<file path="src/rtl/cpu_axi_pkg.sv">
// cpu_axi_pkg: shared types and constants for the CPU-to-AXI arbiter.
package cpu_axi_pkg;
   typedef enum logic [2:0] {IDLE, AR, R, W, B} state_e;
   localparam logic [1:0] SIZE_BYTE = 2'd0;
   localparam logic [1:0] SIZE_HALF = 2'd1;
   localparam logic [1:0] SIZE_WORD = 2'd2;
   localparam logic [3:0] ID_INST_DEF = 4'd0;
   localparam logic [3:0] ID_DATA_DEF = 4'd1;
endpackage

</file>
<file path="src/rtl/cpu_axi_arbiter_if.sv">
// cpu_axi_arbiter_if: AXI3 master-side channel signals used by the arbiter.
interface cpu_axi_arbiter_if;
   logic [3:0]  arid;
   logic [31:0] araddr;
   logic [2:0]  arsize;
   logic        arvalid;
   logic        arready;
   logic [31:0] rdata;
   logic        rvalid;
   logic        rready;
   logic [3:0]  awid;
   logic [31:0] awaddr;
   logic [2:0]  awsize;
   logic        awvalid;
   logic        awready;
   logic [3:0]  wid;
   logic [31:0] wdata;
   logic [3:0]  wstrb;
   logic        wvalid;
   logic        wready;
   logic        bvalid;
   logic        bready;
   modport master (
      output arid, araddr, arsize, arvalid, input arready,
      input rdata, rvalid, output rready,
      output awid, awaddr, awsize, awvalid, input awready,
      output wid, wdata, wstrb, wvalid, input wready,
      input bvalid, output bready
   );
   modport slave (
      input arid, araddr, arsize, arvalid, output arready,
      output rdata, rvalid, input rready,
      input awid, awaddr, awsize, awvalid, output awready,
      input wid, wdata, wstrb, wvalid, output wready,
      output bvalid, input bready
   );
endinterface

</file>
<file path="src/rtl/axi_wstrb_gen.sv">
// axi_wstrb_gen: byte-lane write strobes from access size and address offset.
module axi_wstrb_gen
   import cpu_axi_pkg::*;
(
   input  logic [1:0] size,
   input  logic [1:0] offset,
   output logic [3:0] wstrb
);
   always_comb wstrb = (size == SIZE_BYTE) ? 4'b0001 << offset :
                       (size == SIZE_HALF) ? 4'b0011 << {offset[1], 1'b0} : 4'b1111;
endmodule

</file>
<file path="src/rtl/cpu_axi_arbiter.sv">
// cpu_axi_arbiter: merges CPU inst/data SRAM-like ports onto one AXI3 master,
// one outstanding transaction, data side has priority.
module cpu_axi_arbiter
   import cpu_axi_pkg::*;
#(
   parameter logic [3:0] ID_INST = ID_INST_DEF,
   parameter logic [3:0] ID_DATA = ID_DATA_DEF
) (
   input  logic        clk,
   input  logic        rst,
   input  logic        inst_req,
   input  logic [1:0]  inst_size,
   input  logic [31:0] inst_addr,
   output logic        inst_addr_ok,
   output logic        inst_data_ok,
   output logic [31:0] inst_rdata,
   input  logic        data_req,
   input  logic        data_wr,
   input  logic [1:0]  data_size,
   input  logic [31:0] data_addr,
   input  logic [31:0] data_wdata,
   output logic        data_addr_ok,
   output logic        data_data_ok,
   output logic [31:0] data_rdata,
   cpu_axi_arbiter_if.master axi
);
   state_e      state_q, state_d;
   logic        owner_q, owner_d;
   logic [1:0]  size_q, size_d;
   logic [31:0] addr_q, addr_d;
   logic [31:0] wdata_q, wdata_d;
   logic        aw_done_q, aw_done_d;
   logic        w_done_q, w_done_d;
   logic        arvalid_q, arvalid_d;
   logic        awvalid_q, awvalid_d;
   logic        wvalid_q, wvalid_d;
   logic        rready_q, rready_d;
   logic        bready_q, bready_d;
   logic        idle;
   assign idle = state_q == IDLE;
   always_comb begin
      state_d   = state_q;
      owner_d   = owner_q;
      size_d    = size_q;
      addr_d    = addr_q;
      wdata_d   = wdata_q;
      aw_done_d = aw_done_q;
      w_done_d  = w_done_q;
      case (state_q)
         IDLE: if (data_req || inst_req) begin
            owner_d   = data_req;
            size_d    = data_req ? data_size : inst_size;
            addr_d    = data_req ? data_addr : inst_addr;
            wdata_d   = data_wdata;
            aw_done_d = 1'b0;
            w_done_d  = 1'b0;
            state_d   = (data_req && data_wr) ? W : AR;
         end
         AR: state_d = axi.arready ? R : AR;
         R:  state_d = axi.rvalid ? IDLE : R;
         W: begin
            aw_done_d = aw_done_q | axi.awready;
            w_done_d  = w_done_q | axi.wready;
            state_d   = (aw_done_d && w_done_d) ? B : W;
         end
         B:  state_d = axi.bvalid ? IDLE : B;
         default: state_d = IDLE;
      endcase
      // Handshake outputs are decoded from the next state so they register cleanly.
      arvalid_d = state_d == AR;
      rready_d  = state_d == R;
      awvalid_d = (state_d == W) && !aw_done_d;
      wvalid_d  = (state_d == W) && !w_done_d;
      bready_d  = state_d == B;
   end
   always_ff @(posedge clk or posedge rst) begin
      if (rst) begin
         state_q   <= IDLE;
         owner_q   <= 1'b0;
         size_q    <= 2'b0;
         addr_q    <= 32'b0;
         wdata_q   <= 32'b0;
         aw_done_q <= 1'b0;
         w_done_q  <= 1'b0;
         arvalid_q <= 1'b0;
         awvalid_q <= 1'b0;
         wvalid_q  <= 1'b0;
         rready_q  <= 1'b0;
         bready_q  <= 1'b0;
      end else begin
         state_q   <= state_d;
         owner_q   <= owner_d;
         size_q    <= size_d;
         addr_q    <= addr_d;
         wdata_q   <= wdata_d;
         aw_done_q <= aw_done_d;
         w_done_q  <= w_done_d;
         arvalid_q <= arvalid_d;
         awvalid_q <= awvalid_d;
         wvalid_q  <= wvalid_d;
         rready_q  <= rready_d;
         bready_q  <= bready_d;
      end
   end
   assign data_addr_ok = idle && data_req;
   assign inst_addr_ok = idle && !data_req && inst_req;
   assign inst_data_ok = (state_q == R) && axi.rvalid && !owner_q;
   assign data_data_ok = ((state_q == R) && axi.rvalid && owner_q) || ((state_q == B) && axi.bvalid);
   assign inst_rdata   = axi.rdata;
   assign data_rdata   = axi.rdata;
   assign axi.arid     = owner_q ? ID_DATA : ID_INST;
   assign axi.araddr   = addr_q;
   assign axi.arsize   = {1'b0, size_q};
   assign axi.arvalid  = arvalid_q;
   assign axi.rready   = rready_q;
   assign axi.awid     = ID_DATA;
   assign axi.awaddr   = addr_q;
   assign axi.awsize   = {1'b0, size_q};
   assign axi.awvalid  = awvalid_q;
   assign axi.wid      = ID_DATA;
   assign axi.wdata    = wdata_q;
   assign axi.wvalid   = wvalid_q;
   assign axi.bready   = bready_q;
   axi_wstrb_gen u_wstrb (
      .size   (size_q),
      .offset (addr_q[1:0]),
      .wstrb  (axi.wstrb)
   );
endmodule
</file>
<file path="src/flat_wrapper.sv">
// flat-port wrapper written by rule: the top's interface ports become plain ports
module cpu_axi_arbiter_flat import cpu_axi_pkg::*;
#(
   parameter logic [3:0] ID_INST = ID_INST_DEF,
   parameter logic [3:0] ID_DATA = ID_DATA_DEF
)
  (clk, rst, inst_req, inst_size, inst_addr, inst_addr_ok, inst_data_ok, inst_rdata, data_req, data_wr, data_size, data_addr, data_wdata, data_addr_ok, data_data_ok, data_rdata, axi_arid, axi_araddr, axi_arsize, axi_arvalid, axi_arready, axi_rdata, axi_rvalid, axi_rready, axi_awid, axi_awaddr, axi_awsize, axi_awvalid, axi_awready, axi_wid, axi_wdata, axi_wstrb, axi_wvalid, axi_wready, axi_bvalid, axi_bready);
  cpu_axi_arbiter_if axi_i ();
  input  logic clk;
  input  logic rst;
  input  logic inst_req;
  input  logic [1:0] inst_size;
  input  logic [31:0] inst_addr;
  output logic inst_addr_ok;
  output logic inst_data_ok;
  output logic [31:0] inst_rdata;
  input  logic data_req;
  input  logic data_wr;
  input  logic [1:0] data_size;
  input  logic [31:0] data_addr;
  input  logic [31:0] data_wdata;
  output logic data_addr_ok;
  output logic data_data_ok;
  output logic [31:0] data_rdata;
  output wire logic [$bits(axi_i.arid)-1:0] axi_arid;
  output wire logic [$bits(axi_i.araddr)-1:0] axi_araddr;
  output wire logic [$bits(axi_i.arsize)-1:0] axi_arsize;
  output wire logic [$bits(axi_i.arvalid)-1:0] axi_arvalid;
  input wire logic [$bits(axi_i.arready)-1:0] axi_arready;
  input wire logic [$bits(axi_i.rdata)-1:0] axi_rdata;
  input wire logic [$bits(axi_i.rvalid)-1:0] axi_rvalid;
  output wire logic [$bits(axi_i.rready)-1:0] axi_rready;
  output wire logic [$bits(axi_i.awid)-1:0] axi_awid;
  output wire logic [$bits(axi_i.awaddr)-1:0] axi_awaddr;
  output wire logic [$bits(axi_i.awsize)-1:0] axi_awsize;
  output wire logic [$bits(axi_i.awvalid)-1:0] axi_awvalid;
  input wire logic [$bits(axi_i.awready)-1:0] axi_awready;
  output wire logic [$bits(axi_i.wid)-1:0] axi_wid;
  output wire logic [$bits(axi_i.wdata)-1:0] axi_wdata;
  output wire logic [$bits(axi_i.wstrb)-1:0] axi_wstrb;
  output wire logic [$bits(axi_i.wvalid)-1:0] axi_wvalid;
  input wire logic [$bits(axi_i.wready)-1:0] axi_wready;
  input wire logic [$bits(axi_i.bvalid)-1:0] axi_bvalid;
  output wire logic [$bits(axi_i.bready)-1:0] axi_bready;
  assign axi_arid = axi_i.arid;
  assign axi_araddr = axi_i.araddr;
  assign axi_arsize = axi_i.arsize;
  assign axi_arvalid = axi_i.arvalid;
  assign axi_i.arready = axi_arready;
  assign axi_i.rdata = axi_rdata;
  assign axi_i.rvalid = axi_rvalid;
  assign axi_rready = axi_i.rready;
  assign axi_awid = axi_i.awid;
  assign axi_awaddr = axi_i.awaddr;
  assign axi_awsize = axi_i.awsize;
  assign axi_awvalid = axi_i.awvalid;
  assign axi_i.awready = axi_awready;
  assign axi_wid = axi_i.wid;
  assign axi_wdata = axi_i.wdata;
  assign axi_wstrb = axi_i.wstrb;
  assign axi_wvalid = axi_i.wvalid;
  assign axi_i.wready = axi_wready;
  assign axi_i.bvalid = axi_bvalid;
  assign axi_bready = axi_i.bready;
  cpu_axi_arbiter #(.ID_INST(ID_INST), .ID_DATA(ID_DATA)) u_core (.clk(clk), .rst(rst), .inst_req(inst_req), .inst_size(inst_size), .inst_addr(inst_addr), .inst_addr_ok(inst_addr_ok), .inst_data_ok(inst_data_ok), .inst_rdata(inst_rdata), .data_req(data_req), .data_wr(data_wr), .data_size(data_size), .data_addr(data_addr), .data_wdata(data_wdata), .data_addr_ok(data_addr_ok), .data_data_ok(data_data_ok), .data_rdata(data_rdata), .axi(axi_i));
endmodule
</file>
<file path="config.mk">
export PLATFORM = sky130hd
export DESIGN_NAME = cpu_axi_arbiter_flat
export DESIGN_NICKNAME = d
export VERILOG_FILES = /design/src/rtl/cpu_axi_pkg.sv /design/src/rtl/cpu_axi_arbiter_if.sv /design/src/rtl/axi_wstrb_gen.sv /design/src/rtl/cpu_axi_arbiter.sv /design/src/flat_wrapper.sv
export SDC_FILE = /design/constraint.sdc
export NUM_CORES = 1
export LEC_CHECK = 0
export CORE_MARGIN = 5
export CORE_UTILIZATION = 31
export CTS_CLUSTER_DIAMETER = 150
export DETAILED_ROUTE_END_ITERATION = 10
export MAX_ROUTING_LAYER = met4
export PLACE_DENSITY_LB_ADDON = 0.15
export SLEW_MARGIN = 20
export SYNTH_ARGS = -nofsm -noshare
export SYNTH_HDL_FRONTEND = slang
export SYNTH_HIERARCHICAL = 1
export SYNTH_SLANG_ARGS = --single-unit
</file>
<file path="constraint.sdc">
create_clock -name clk -period 2.3 [get_ports clk]
set_input_delay 0.345 -clock clk [delete_from_list [all_inputs] [get_ports clk]]
set_output_delay 0.345 -clock clk [all_outputs]
set_load 0.1 [all_outputs]
</file>
==> summary.md <==
| Metric | Value |
|---|---|
| Final net count | 649 |
| Final worst setup slack | approximately 0.13 ns |
| Number of flops mapped to enable cells by yosys | 0 |
| Area Overhead vs Synth | 39.2% |
| Period utilisation layout | between 90% and 100% |
| FF-to-FF End | u_core/axi.araddr[0]$_DFFE_PP0P_ |
| 1st-pass router iterations | 4 |
| Routed WL | 12400 um |
| GRT Total Usage | 14.5% |
| R2R Setup Slk | roughly 0.13 ns |
| Port Buffers | 223 |
| Slew of the pin with the lowest slew margin | approximately 0.72 ns |
| Reg2Reg Depth | 4 |
| Syn avg cell area | about 11 um2 |
| Max Slew Vio Count | 0 |
| CP max stage cell | and2_4 |
| Layout cells sized above 1 | 35.5% |
| Wirelength per Cell | around 18 um |
| Top-area cell type share of the netlist area | 43.8% |
| Worst min-delay path class | in -> async |
| Worst skew pair latency | 0.34 ns |
| Die area | 16700 um2 |
| Synthesized flop and latch total | 77 |
| Max cap viols | 0 |
| Remaining antenna violation count | 0 |
| Clock period minus worst slack | 2.17 ns |
| TritonCTS buffer count | 9 |
| Initial Utilization | 31.7% |
| CP top delay family | simple AND/OR/NAND/NOR gates |
| Total negative setup slack | 0 ns |
| Top post-synthesis cells by area | dfrtp_1, buf_4, mux2_4 |
| Initial antenna violation count | 0 |
| Post CTS Setup Buffer Count | 0 |
| CTS H-tree lvls | 3 |
| WP data arrival | 2.37 ns |
| CTS tree | done |
| CP Class | reg -> reg |
| Max transition margin | roughly 52% |
| Routability cong. | 0.774 |
| Fmax | 0.461 GHz |
| Clk_skew | 0.00523 ns |
| Maximum buffer depth of the clock tree | 2 |
| Final setup viols | 0 |
| Crit path required time | 2.50 ns |
| Die Y | 129 um |
| Die X | 129 um |
| CTS sink cnt | 77 |
| Vias per cell | 4.44 |
| CP startpoint kind | register |
| CP Cell Sequence | nor3_4, and2_4, buf_4, a21oi_1 |
| Mapped Area | between 4000 and 5000 um2 |
| Clock Pin Slew Worst Setup and Hold Paths | 0.06 ns |
| FP Rows | 43 |
| Number of global-route vias before repair | 3172 |
| Leading register cell type out of synthesis | dfrtp_1 |
| Detailed-placement wirelength estimate | between 9000 and 10000 um |
| Async SR Flop Fraction | 100% |
| Core ar. | 13900 um2 |
| I/O pin count | approximately 330 |
| Fin. Hold Viols | 0 |
| Via count | 3075 |
| Initial DRC count | 118 |
| First-pass GRT wire length | 17800 um |
| CP bufs+invs | 1 |
| Largest net degree at the start of global routing | 70 |
| Post-route DRC | 0 |
| Register area share after synthesis | 43.8% |
| Post-synthesis instance total | 391 |
| Yosys cell types | 34 |
| RSZ-0062 raised after global routing | false |
| Area leader, netlist | dfrtp_1 |
| Root Driver | clkbuf_16 |
| Pre-CTS WS | -0.0597 ns |
| Gr ovfl total | 0 |
| Cts-stage hold buffer count | 0 |
| Critical path's largest stage delay | roughly 0.63 ns |
| Ant diodes | 0 |
| Crit path max fanout | 43 |
| Yosys Warn Count | 6 |
| Crit end category | register |
| Outcome | complete, no violations |
| Worst flop-to-flop path startpoint | u_core/state_q[1]$_DFF_PP0_ |
==> stage by stage <==
step           hold WS (ns)  instances  util [%]  area (um2)
2_1_floorplan         0.429        402         -        4490
3_3_place_gp          0.477        676      41.5        5760
3_5_place_dp          0.482        676      41.5        5760
4_1_cts               0.268        692      44.1        6120
5_1_grt               0.289        692      44.1        6130
6_report              0.277        692      44.1        6130
==> worst max path at each step <==
stage               cells after the start                                 to                        startpoint  slack, ns
floorplan                               2                       axi_wstrb[2]  u_core/axi.araddr[1]$_DFFE_PP0P_      -0.23
global placement                        5  u_core/axi.araddr[19]$_DFFE_PP0P_                          inst_req      -0.05
detailed placement                      5   u_core/axi.araddr[0]$_DFFE_PP0P_                          inst_req      -0.06
CTS                                     5                       inst_addr_ok       u_core/state_q[2]$_DFF_PP0_       0.07
global route                            4  u_core/axi.araddr[22]$_DFFE_PP0P_       u_core/state_q[2]$_DFF_PP0_       0.01
finish                                  4   u_core/axi.araddr[0]$_DFFE_PP0P_       u_core/state_q[1]$_DFF_PP0_       0.13
==> cell families after synthesis <==
group	synth area share, %
AND/OR/NAND/NOR	3.10
buffers and inverters	23.1
AO/OA/AOI/OAI	11.5
other	0.171
flip-flops	43.8
multiplexers	18.4
==> timing repair <==
action,CTS,global route
resized for setup,1,3
setup endpoints to repair,1,1
pin swaps,0,0
==> cells in the mapped netlist, drive strengths merged, types with 2 or more instances <==
| cell type | number |
|---|---|
| o221ai | 2 |
| a21oi | 72 |
| buf | 129 |
| clkbuf | 5 |
| inv | 4 |
| nand3b | 2 |
| conb | 2 |
| nor2b | 3 |
| nor2 | 5 |
| mux2 | 32 |
| dfrtp | 77 |
| a32oi | 2 |
| o41ai | 2 |
| mux2i | 34 |
| nand2b | 2 |
| and2 | 2 |
| o21bai | 4 |
| o21ba | 2 |
==> area by class of cell <==
type	instances	area, um2
Sequential cell	77	1930
Tap cell	180	225
Clock inverter	5	108
Inverter	4	18.8
Timing Repair Buffer	228	2050
Fill cell	1323	7750
Clock buffer	11	243
Multi-Input combinational cell	187	1550
==> sequential cells by signal, summed over array words and instances, names as in the netlist <==
register,flops
u_core/axi.arvalid,1
u_core/w_done_q,1
u_core/axi.awvalid,1
u_core/size_q,2
u_core/state_q,3
u_core/aw_done_q,1
u_core/owner_q,1
u_core/axi.bready,1
u_core/axi.rready,1
u_core/axi.wvalid,1
u_core/axi.wdata,32
u_core/axi.araddr,32
==> placed cells by master (no fill, tap or decap), drive strengths merged <==
cell	instances
a21o	1
a21oi	72
a32oi	2
and2	2
and3	1
and3b	1
buf	120
bufinv	3
clkbuf	11
clkdlybuf4s50	108
clkinv	2
clkinvlp	1
conb	13
dfrtp	77
inv	3
mux2	32
mux2i	34
nand2	1
nand2b	2
nand3	1
nand3b	2
nor2	5
nor2b	3
nor3	1
nor3b	1
o21ba	2
o21bai	4
o221ai	2
o22ai	1
o41ai	2
or2	1
or3b	1
==> worst register-to-register path, delay by kind of cell (launching register included) <==
family,cells,cell delay (ns)
AOI/OAI and AO/OA,1,0.14
buffers and inverters,1,0.51
DFF,1,0.49
and+or+nand+nor,2,0.90
==> metal layers <==
metal  up-vias  share of wire [%]  global-route usage, %
li1       1441                  -                      -
met1      1421                 39                   16.9
met2       195                 49                   23.0
met3        18                 11                   5.07
met4         0                1.6                   5.50
met5         -                  0                      -
Power is left out: the tool's default activity adds up to more than one toggle a clock period on the data nets, which glitch-free logic cannot reach.
